[config.mk]
export PLATFORM = sky130hd
export DESIGN_NAME = control_unit_flat
export DESIGN_NICKNAME = d
export VERILOG_FILES = /design/src/rtl/cu_pkg.sv /design/src/rtl/control_unit_if.sv /design/src/rtl/cu_decoder.sv /design/src/rtl/control_unit.sv /design/src/flat_wrapper.sv
export SDC_FILE = /design/constraint.sdc
export NUM_CORES = 1
export LEC_CHECK = 0
export ABC_AREA = 1
export CAP_MARGIN = 20
export CORE_MARGIN = 2
export CORE_UTILIZATION = 34
export CTS_BUF_LIST = sky130_fd_sc_hd__clkbuf_8
export DETAILED_ROUTE_END_ITERATION = 16
export GPL_TIMING_DRIVEN = 0
export MAX_ROUTING_LAYER = met4
export PLACE_DENSITY = 0.86
export REMOVE_ABC_BUFFERS = 1
export SETUP_SLACK_MARGIN = 0.3
export SYNTH_ARGS = -nofsm -noshare
export SYNTH_HDL_FRONTEND = slang
export SYNTH_HIERARCHICAL = 1
export SYNTH_SLANG_ARGS = --single-unit
[constraint.sdc]
create_clock -name clock -period 2.5 [get_ports clock]
set_input_delay 0.5 -clock clock [delete_from_list [all_inputs] [get_ports clock]]
set_output_delay 0.5 -clock clock [all_outputs]
set_load 0.005 [all_outputs]
[src/rtl/cu_pkg.sv]
// rtl/cu_pkg.sv - shared states, opcodes, function codes and select encodings for control_unit
package cu_pkg;

   typedef enum logic [2:0] {
      S_RST, S_FETCH_L, S_FETCH_H, S_EX1, S_EX2, S_HALT, S_WAIT
   } state_t;

   typedef enum logic [2:0] {
      IC_BRANCH, IC_LDI, IC_ALU, IC_INCDEC, IC_LD, IC_ST, IC_HLT
   } iclass_t;

   localparam logic [3:0] OP_BRA = 4'd0,  OP_BNE = 4'd1,  OP_BEQ = 4'd2,  OP_LDI = 4'd3;
   localparam logic [3:0] OP_MOV = 4'd4,  OP_INC = 4'd5,  OP_DEC = 4'd6,  OP_NOT = 4'd7;
   localparam logic [3:0] OP_ADD = 4'd8,  OP_SUB = 4'd9,  OP_AND = 4'd10, OP_ORR = 4'd11;
   localparam logic [3:0] OP_XOR = 4'd12, OP_LD  = 4'd13, OP_ST  = 4'd14, OP_HLT = 4'd15;

   localparam logic [1:0] FN_DEC = 2'd0, FN_INC = 2'd1, FN_LOAD = 2'd2, FN_CLR = 2'd3;

   localparam logic [4:0] ALU_PASSA = 5'h10, ALU_NOT = 5'h12, ALU_ADD = 5'h14, ALU_SUB = 5'h16;
   localparam logic [4:0] ALU_AND   = 5'h17, ALU_ORR = 5'h18, ALU_XOR = 5'h19;

   localparam logic [1:0] MUX_ALU = 2'b00, MUX_DR = 2'b10, MUX_IR = 2'b11;
   localparam logic [1:0] ADR_PC  = 2'b00, ADR_AR = 2'b10;
   localparam logic [2:0] ARF_PC  = 3'b100, ARF_ALL = 3'b111;

   function automatic logic [3:0] rf_onehot(input logic [1:0] idx);
      rf_onehot = 4'b0001 << idx;
   endfunction

endpackage

[src/rtl/control_unit_if.sv]
// rtl/control_unit_if.sv - datapath control bundle driven by control_unit
interface control_unit_if;
   logic [3:0] RegSel_rf;
   logic [3:0] ScrSel;
   logic [2:0] FunSel3;
   logic [2:0] OutASel;
   logic [2:0] OutBSel;
   logic       MuxDSel;
   logic [4:0] FunSel5;
   logic [1:0] MuxCSel;
   logic       LH;
   logic       write;
   logic       E;
   logic [1:0] FunSel2_dr;
   logic [1:0] MuxASel;
   logic [1:0] MuxBSel;
   logic [1:0] FunSel2_arf;
   logic [2:0] RegSel_arf;
   logic [1:0] OutCSel;
   logic [1:0] OutDSel;
   logic       WR;
   logic       CS;
   logic       halted;

   modport master (output RegSel_rf, ScrSel, FunSel3, OutASel, OutBSel, MuxDSel, FunSel5,
                   MuxCSel, LH, write, E, FunSel2_dr, MuxASel, MuxBSel, FunSel2_arf,
                   RegSel_arf, OutCSel, OutDSel, WR, CS, halted);
   modport slave  (input  RegSel_rf, ScrSel, FunSel3, OutASel, OutBSel, MuxDSel, FunSel5,
                   MuxCSel, LH, write, E, FunSel2_dr, MuxASel, MuxBSel, FunSel2_arf,
                   RegSel_arf, OutCSel, OutDSel, WR, CS, halted);
endinterface

[src/rtl/cu_decoder.sv]
// rtl/cu_decoder.sv - opcode to instruction class, ALU op and branch-taken decode
module cu_decoder
   import cu_pkg::*;
(
   input  logic [3:0] opcode_i,
   input  logic [3:0] flags_i,
   output iclass_t    iclass_o,
   output logic [4:0] alu_op_o,
   output logic [1:0] incdec_fn_o,
   output logic       taken_o
);

   logic zero;
   logic unused_flags;

   assign zero         = flags_i[3];
   assign unused_flags = ^flags_i[2:0];
   assign incdec_fn_o  = (opcode_i == OP_INC) ? FN_INC : FN_DEC;

   always_comb begin
      iclass_o = IC_ALU;
      alu_op_o = ALU_PASSA;
      taken_o  = 1'b0;
      case (opcode_i)
         OP_BRA:         begin iclass_o = IC_BRANCH; taken_o = 1'b1;  end
         OP_BNE:         begin iclass_o = IC_BRANCH; taken_o = !zero; end
         OP_BEQ:         begin iclass_o = IC_BRANCH; taken_o = zero;  end
         OP_LDI:         iclass_o = IC_LDI;
         OP_INC, OP_DEC: iclass_o = IC_INCDEC;
         OP_NOT:         alu_op_o = ALU_NOT;
         OP_ADD:         alu_op_o = ALU_ADD;
         OP_SUB:         alu_op_o = ALU_SUB;
         OP_AND:         alu_op_o = ALU_AND;
         OP_ORR:         alu_op_o = ALU_ORR;
         OP_XOR:         alu_op_o = ALU_XOR;
         OP_LD:          iclass_o = IC_LD;
         OP_ST:          iclass_o = IC_ST;
         OP_HLT:         iclass_o = IC_HLT;
         default:        iclass_o = IC_ALU;
      endcase
   end

endmodule

[src/rtl/control_unit.sv]
// rtl/control_unit.sv - hardwired fetch/decode/execute sequencer for the ALU system datapath
// Optional CU_SINGLE_STEP_EN adds a step input and a WAIT state between instructions.
module control_unit
   import cu_pkg::*;
#(
   parameter logic [15:0] PC_RESET = 16'h0000
)(
   input  logic        clock,
   input  logic        reset_n,
   input  logic [15:0] IROut,
   input  logic [3:0]  flags,
`ifdef CU_SINGLE_STEP_EN
   input  logic        step,
`endif
   control_unit_if.master ctl
);

`ifdef CU_SINGLE_STEP_EN
   localparam state_t S_DONE = S_WAIT;
`else
   localparam state_t S_DONE = S_FETCH_L;
`endif

   state_t     state_q, state_d;
   iclass_t    iclass;
   logic [4:0] alu_op;
   logic [1:0] incdec_fn;
   logic       taken;
   logic [1:0] dst, s1, s2;
   logic       unused_bits;

   assign dst = IROut[11:10];
   assign s1  = IROut[9:8];
   assign s2  = IROut[7:6];
   // The immediate reaches the datapath through MuxA/MuxB directly, and CLR is the
   // only PC initialisation available, so PC_RESET is fixed at zero by construction.
   assign unused_bits = ^IROut[5:0] ^ (|PC_RESET);

   cu_decoder u_decoder (
      .opcode_i    (IROut[15:12]),
      .flags_i     (flags),
      .iclass_o    (iclass),
      .alu_op_o    (alu_op),
      .incdec_fn_o (incdec_fn),
      .taken_o     (taken)
   );

   always_ff @(posedge clock or negedge reset_n) begin
      if (!reset_n) state_q <= S_RST;
      else          state_q <= state_d;
   end

   always_comb begin
      state_d         = state_q;
      ctl.RegSel_rf   = '0;
      ctl.ScrSel      = '0;
      ctl.FunSel3     = '0;
      ctl.OutASel     = '0;
      ctl.OutBSel     = '0;
      ctl.MuxDSel     = 1'b0;
      ctl.FunSel5     = '0;
      ctl.MuxCSel     = '0;
      ctl.LH          = 1'b0;
      ctl.write       = 1'b0;
      ctl.E           = 1'b0;
      ctl.FunSel2_dr  = '0;
      ctl.MuxASel     = '0;
      ctl.MuxBSel     = '0;
      ctl.FunSel2_arf = '0;
      ctl.RegSel_arf  = '0;
      ctl.OutCSel     = '0;
      ctl.OutDSel     = '0;
      ctl.WR          = 1'b0;
      ctl.CS          = 1'b1;
      ctl.halted      = 1'b0;
      // Outputs are forced idle while reset is held so nothing fires before RST runs.
      if (reset_n) begin
         case (state_q)
            S_RST: begin
               ctl.RegSel_arf  = ARF_ALL;
               ctl.FunSel2_arf = FN_CLR;
               state_d         = S_FETCH_L;
            end
            S_FETCH_L, S_FETCH_H: begin
               ctl.OutDSel     = ADR_PC;
               ctl.CS          = 1'b0;
               ctl.write       = 1'b1;
               ctl.LH          = (state_q == S_FETCH_H);
               ctl.RegSel_arf  = ARF_PC;
               ctl.FunSel2_arf = FN_INC;
               state_d         = (state_q == S_FETCH_L) ? S_FETCH_H : S_EX1;
            end
            S_EX1: begin
               state_d = S_DONE;
               case (iclass)
                  IC_BRANCH: if (taken) begin
                     ctl.MuxBSel     = MUX_IR;
                     ctl.RegSel_arf  = ARF_PC;
                     ctl.FunSel2_arf = FN_LOAD;
                  end
                  IC_LDI: begin
                     ctl.MuxASel   = MUX_IR;
                     ctl.RegSel_rf = rf_onehot(dst);
                     ctl.FunSel3   = {1'b0, FN_LOAD};
                  end
                  IC_ALU, IC_INCDEC: begin
                     ctl.OutASel   = {1'b0, s1};
                     ctl.OutBSel   = (iclass == IC_ALU) ? {1'b0, s2} : 3'd0;
                     ctl.FunSel5   = alu_op;
                     ctl.MuxASel   = MUX_ALU;
                     ctl.RegSel_rf = rf_onehot(dst);
                     ctl.FunSel3   = {1'b0, FN_LOAD};
                     if (iclass == IC_INCDEC) state_d = S_EX2;
                  end
                  IC_LD: begin
                     ctl.OutDSel    = ADR_AR;
                     ctl.CS         = 1'b0;
                     ctl.E          = 1'b1;
                     ctl.FunSel2_dr = FN_LOAD;
                     state_d        = S_EX2;
                  end
                  IC_ST: begin
                     ctl.OutASel = {1'b0, s1};
                     ctl.FunSel5 = ALU_PASSA;
                     ctl.OutDSel = ADR_AR;
                     ctl.CS      = 1'b0;
                     ctl.WR      = 1'b1;
                  end
                  default: state_d = S_HALT;
               endcase
            end
            S_EX2: begin
               ctl.RegSel_rf = rf_onehot(dst);
               if (iclass == IC_LD) begin
                  ctl.MuxASel = MUX_DR;
                  ctl.FunSel3 = {1'b0, FN_LOAD};
               end else begin
                  ctl.FunSel3 = {1'b0, incdec_fn};
               end
               state_d = S_DONE;
            end
            S_HALT: ctl.halted = 1'b1;
`ifdef CU_SINGLE_STEP_EN
            S_WAIT: if (step) state_d = S_FETCH_L;
`endif
            default: state_d = S_RST;
         endcase
      end
   end

endmodule

[src/flat_wrapper.sv]
// flat-port wrapper written by rule: the top's interface ports become plain ports
module control_unit_flat import cu_pkg::*;
#(
   parameter logic [15:0] PC_RESET = 16'h0000
)
  (clock, reset_n, IROut, flags, ctl_RegSel_rf, ctl_ScrSel, ctl_FunSel3, ctl_OutASel, ctl_OutBSel, ctl_MuxDSel, ctl_FunSel5, ctl_MuxCSel, ctl_LH, ctl_write, ctl_E, ctl_FunSel2_dr, ctl_MuxASel, ctl_MuxBSel, ctl_FunSel2_arf, ctl_RegSel_arf, ctl_OutCSel, ctl_OutDSel, ctl_WR, ctl_CS, ctl_halted);
  control_unit_if ctl_i ();
  input  logic clock;
  input  logic reset_n;
  input  logic [15:0] IROut;
  input  logic [3:0] flags;
  output wire logic [$bits(ctl_i.RegSel_rf)-1:0] ctl_RegSel_rf;
  output wire logic [$bits(ctl_i.ScrSel)-1:0] ctl_ScrSel;
  output wire logic [$bits(ctl_i.FunSel3)-1:0] ctl_FunSel3;
  output wire logic [$bits(ctl_i.OutASel)-1:0] ctl_OutASel;
  output wire logic [$bits(ctl_i.OutBSel)-1:0] ctl_OutBSel;
  output wire logic [$bits(ctl_i.MuxDSel)-1:0] ctl_MuxDSel;
  output wire logic [$bits(ctl_i.FunSel5)-1:0] ctl_FunSel5;
  output wire logic [$bits(ctl_i.MuxCSel)-1:0] ctl_MuxCSel;
  output wire logic [$bits(ctl_i.LH)-1:0] ctl_LH;
  output wire logic [$bits(ctl_i.write)-1:0] ctl_write;
  output wire logic [$bits(ctl_i.E)-1:0] ctl_E;
  output wire logic [$bits(ctl_i.FunSel2_dr)-1:0] ctl_FunSel2_dr;
  output wire logic [$bits(ctl_i.MuxASel)-1:0] ctl_MuxASel;
  output wire logic [$bits(ctl_i.MuxBSel)-1:0] ctl_MuxBSel;
  output wire logic [$bits(ctl_i.FunSel2_arf)-1:0] ctl_FunSel2_arf;
  output wire logic [$bits(ctl_i.RegSel_arf)-1:0] ctl_RegSel_arf;
  output wire logic [$bits(ctl_i.OutCSel)-1:0] ctl_OutCSel;
  output wire logic [$bits(ctl_i.OutDSel)-1:0] ctl_OutDSel;
  output wire logic [$bits(ctl_i.WR)-1:0] ctl_WR;
  output wire logic [$bits(ctl_i.CS)-1:0] ctl_CS;
  output wire logic [$bits(ctl_i.halted)-1:0] ctl_halted;
  assign ctl_RegSel_rf = ctl_i.RegSel_rf;
  assign ctl_ScrSel = ctl_i.ScrSel;
  assign ctl_FunSel3 = ctl_i.FunSel3;
  assign ctl_OutASel = ctl_i.OutASel;
  assign ctl_OutBSel = ctl_i.OutBSel;
  assign ctl_MuxDSel = ctl_i.MuxDSel;
  assign ctl_FunSel5 = ctl_i.FunSel5;
  assign ctl_MuxCSel = ctl_i.MuxCSel;
  assign ctl_LH = ctl_i.LH;
  assign ctl_write = ctl_i.write;
  assign ctl_E = ctl_i.E;
  assign ctl_FunSel2_dr = ctl_i.FunSel2_dr;
  assign ctl_MuxASel = ctl_i.MuxASel;
  assign ctl_MuxBSel = ctl_i.MuxBSel;
  assign ctl_FunSel2_arf = ctl_i.FunSel2_arf;
  assign ctl_RegSel_arf = ctl_i.RegSel_arf;
  assign ctl_OutCSel = ctl_i.OutCSel;
  assign ctl_OutDSel = ctl_i.OutDSel;
  assign ctl_WR = ctl_i.WR;
  assign ctl_CS = ctl_i.CS;
  assign ctl_halted = ctl_i.halted;
  control_unit #(.PC_RESET(PC_RESET)) u_core (.clock(clock), .reset_n(reset_n), .IROut(IROut), .flags(flags), .ctl(ctl_i));
endmodule
==> impl_metrics.json <==
{
  "finClkSkew_ns": 0.00175,
  "area_delta_synth_final_pct": 91.1,
  "ys_top_cells_by_area": "buf_4, nand2_1, nor2_1",
  "reg.largest.list": "u_core/state_q: 3 flops",
  "cp_top_family": "buffers and inverters",
  "num_vias": 1194,
  "pwr-share-comb_pct": 65.1,
  "grt_max_degree": 12,
  "status": "completed",
  "synthDistinctLibCells": 22,
  "clk_pin_slew_worst_paths_ns": 0.03,
  "fp.dieW_um": 53.8,
  "rsz0062_at_grt": "yes",
  "cts_hold_buf": 0,
  "diodes": 0,
  "slew_violations": 0,
  "clk_latency_ns": 0.21,
  "ios": 68,
  "grtUsageMet3_pct": 2.22,
  "timing.critical_path.cells": "buf_12 > nor2_4 > o21ai_0 > a21oi_1 > nand4_1 > buf_4 > o21bai_1 > dlygate4sd2_1",
  "seq_area_frac_synth_pct": 8.90,
  "syn-cell-area_um2": 843,
  "layout_commonest_cell": "nand2_1",
  "power.total_uw": 728,
  "busiest_layer": "met2",
  "cellLeakagePower_nw": 0.857,
  "coreArea_um2": 2410,
  "layout_common_cells": "nand2_1, inv_1, buf_4, nor2_1, conb_1",
  "portBuffers": 44,
  "cts_tree": "built",
  "arrival_ns": 1.79,
  "place_area_um2": 1200,
  "drc_errors": 0,
  "first_global_vias": 982,
  "synth_edf_count": 0,
  "die_h_um": 53.8,
  "largest_reg_flops": 3,
  "fin_area_um2": 1610,
  "worstPathRequired_ns": 2.00,
  "peakVddDrop_mv": 0.540,
  "cp-start-kind": "input port",
  "viasPerCell": 4.68,
  "track_usage_pct": 19.0,
  "drive_gt1_share_pct": 42.2,
  "p_int_uw": 400,
  "final_nets": 248,
  "timing.fmax_mhz": 437,
  "synth-seq-cells": 3,
  "grt_overflow": 0,
  "drt_iter0_drc": 14,
  "antenna_left": 0,
  "grt_pass1_wl_mm": 4.06,
  "pwr-share-seq_pct": 16.6,
  "cp-end-kind": "output pin",
  "clock_power_share_pct": 18.3,
  "p_per_area_nw_per_um2": 452,
  "critPathSlowestCell": "dlygate4sd2_1",
  "critPathBufInv": 3,
  "yosys_warnings": 6,
  "finalCriticalPeriod_ns": 2.29,
  "synth.top_cell.area_share_pct": 19.6,
  "wl_per_cell_um": 12.1,
  "first_pass_iters": 4,
  "power_switching_uw": 328,
  "wirelength_mm": 3.10,
  "clock-sinks": 3,
  "grt_util_met2_pct": 36.8,
  "dp_hpwl_mm": 1.68,
  "num_rows": 18,
  "fin_crit_sh_pct": 91.6,
  "numCtsBuffers": 3,
  "maxCapViolCount": 0,
  "syn_inst": 163,
  "cp_slowest_stage_delay_ns": 0.25,
  "antenna_found_initial": 0,
  "postSynthAreaPerCell_um2": 5.17,
  "switching_share_pct": 45.1,
  "dieArea_um2": 2890,
  "path_class": "input port to output pin",
  "cts_buffer_depth": 2,
  "place_congestion": 0.807,
  "cp_max_fo": 6,
  "min_path_type": "input port to asynchronous set/reset pin",
  "finalHoldViolCount": 0,
  "final_core_util_pct": 66.9,
  "htreeDepth": 1,
  "start_util_pct": 35.0,
  "clockRootBuffer": "clkbuf_8",
  "r2r_slack_ns": 1.32,
  "regMostFlops": "u_core/state_q",
  "grtUsageMet1_pct": 19.8,
  "synth_ff_type": "dfrtp_1",
  "yosys.area.top_type": "buf_4",
  "setup_viol_count_final": 0,
  "synthArstFlopShare_pct": 100,
  "fin_hold_ws_ns": 0.115
}
power groups by stage:
stage	Clock, mW	Combinational (mW)	Sequential [mW]
6_report	0.134	0.474	0.121
5_1_grt	0.143	0.518	0.124
4_1_cts	0.137	0.404	0.107
3_5_place_dp	0	0.372	0.105
3_3_place_gp	0	0.372	0.104
2_1_floorplan	0	0.200	0.0996
final timing paths:
kind / start / to / cells after the start
setup / recovery: IROut[14] / ctl_RegSel_arf[2] / 8
hold / removal: reset_n / u_core/state_q[1]$_DFFE_PN0P_ / 1
setup reg to reg: u_core/state_q[0]$_DFFE_PN0P_ / u_core/state_q[2]$_DFFE_PN0P_ / 4
hold reg to reg: u_core/state_q[2]$_DFFE_PN0P_ / u_core/state_q[2]$_DFFE_PN0P_ / 2
max in group asynchronous: reset_n / u_core/state_q[2]$_DFFE_PN0P_ / 1
min in group clock: u_core/state_q[2]$_DFFE_PN0P_ / u_core/state_q[2]$_DFFE_PN0P_ / 2
synthesized netlist by cell type (2+ instances only):
cell,number
o21ai_0,5
nand2_1,38
conb_1,3
buf_4,22
nor3_1,4
dfrtp_1,3
inv_1,25
nor2_1,30
nand3_1,10
o21bai_1,2
nor2_4,2
a21oi_1,7
nand2_2,2
nand4_1,2
cells by family after synthesis:
family,count (synthesis),synth area share [%]
simple gates,91,47.0
buf+inv,50,32.0
compound gates,16,10.7
other cells,3,1.34
flops,3,8.90
final cells by class:
class / instances / area, um2
clock inverters: 1 / 3.75
repair buffers: 68 / 604
flip-flops and latches: 3 / 76.3
fillers: 196 / 798
inverters: 27 / 123
clock buffers: 3 / 41.3
multi-input cells: 123 / 726
well taps: 30 / 37.5
stage by stage:
stage / setup TNS [ns] / cells / worst slack [ns]
finish: 0 / 255 / 0.210
global route: 0 / 255 / 0.120
global placement: -17.69 / 227 / -0.843
detailed placement: -18.02 / 227 / -0.859
floorplan: 0 / 153 / 0.523
CTS: 0 / 245 / 0.176
metal layers:
layer,vias to the layer above,part of all wire (%),wire length [um]
met5,-,0,0
met4,0,0.84,26
met3,4,6.4,197
met2,53,53,1650
met1,546,39,1220
li1,591,-,-
what timing repair did:
action / CTS / global route
resized for setup: 125 / 49
gates cloned: 0 / 1
endpoints found under the setup margin: 32 / 25
pin swaps: 20 / 19
setup buffers: 14 / 9
Power figures use the tool's default switching activity.
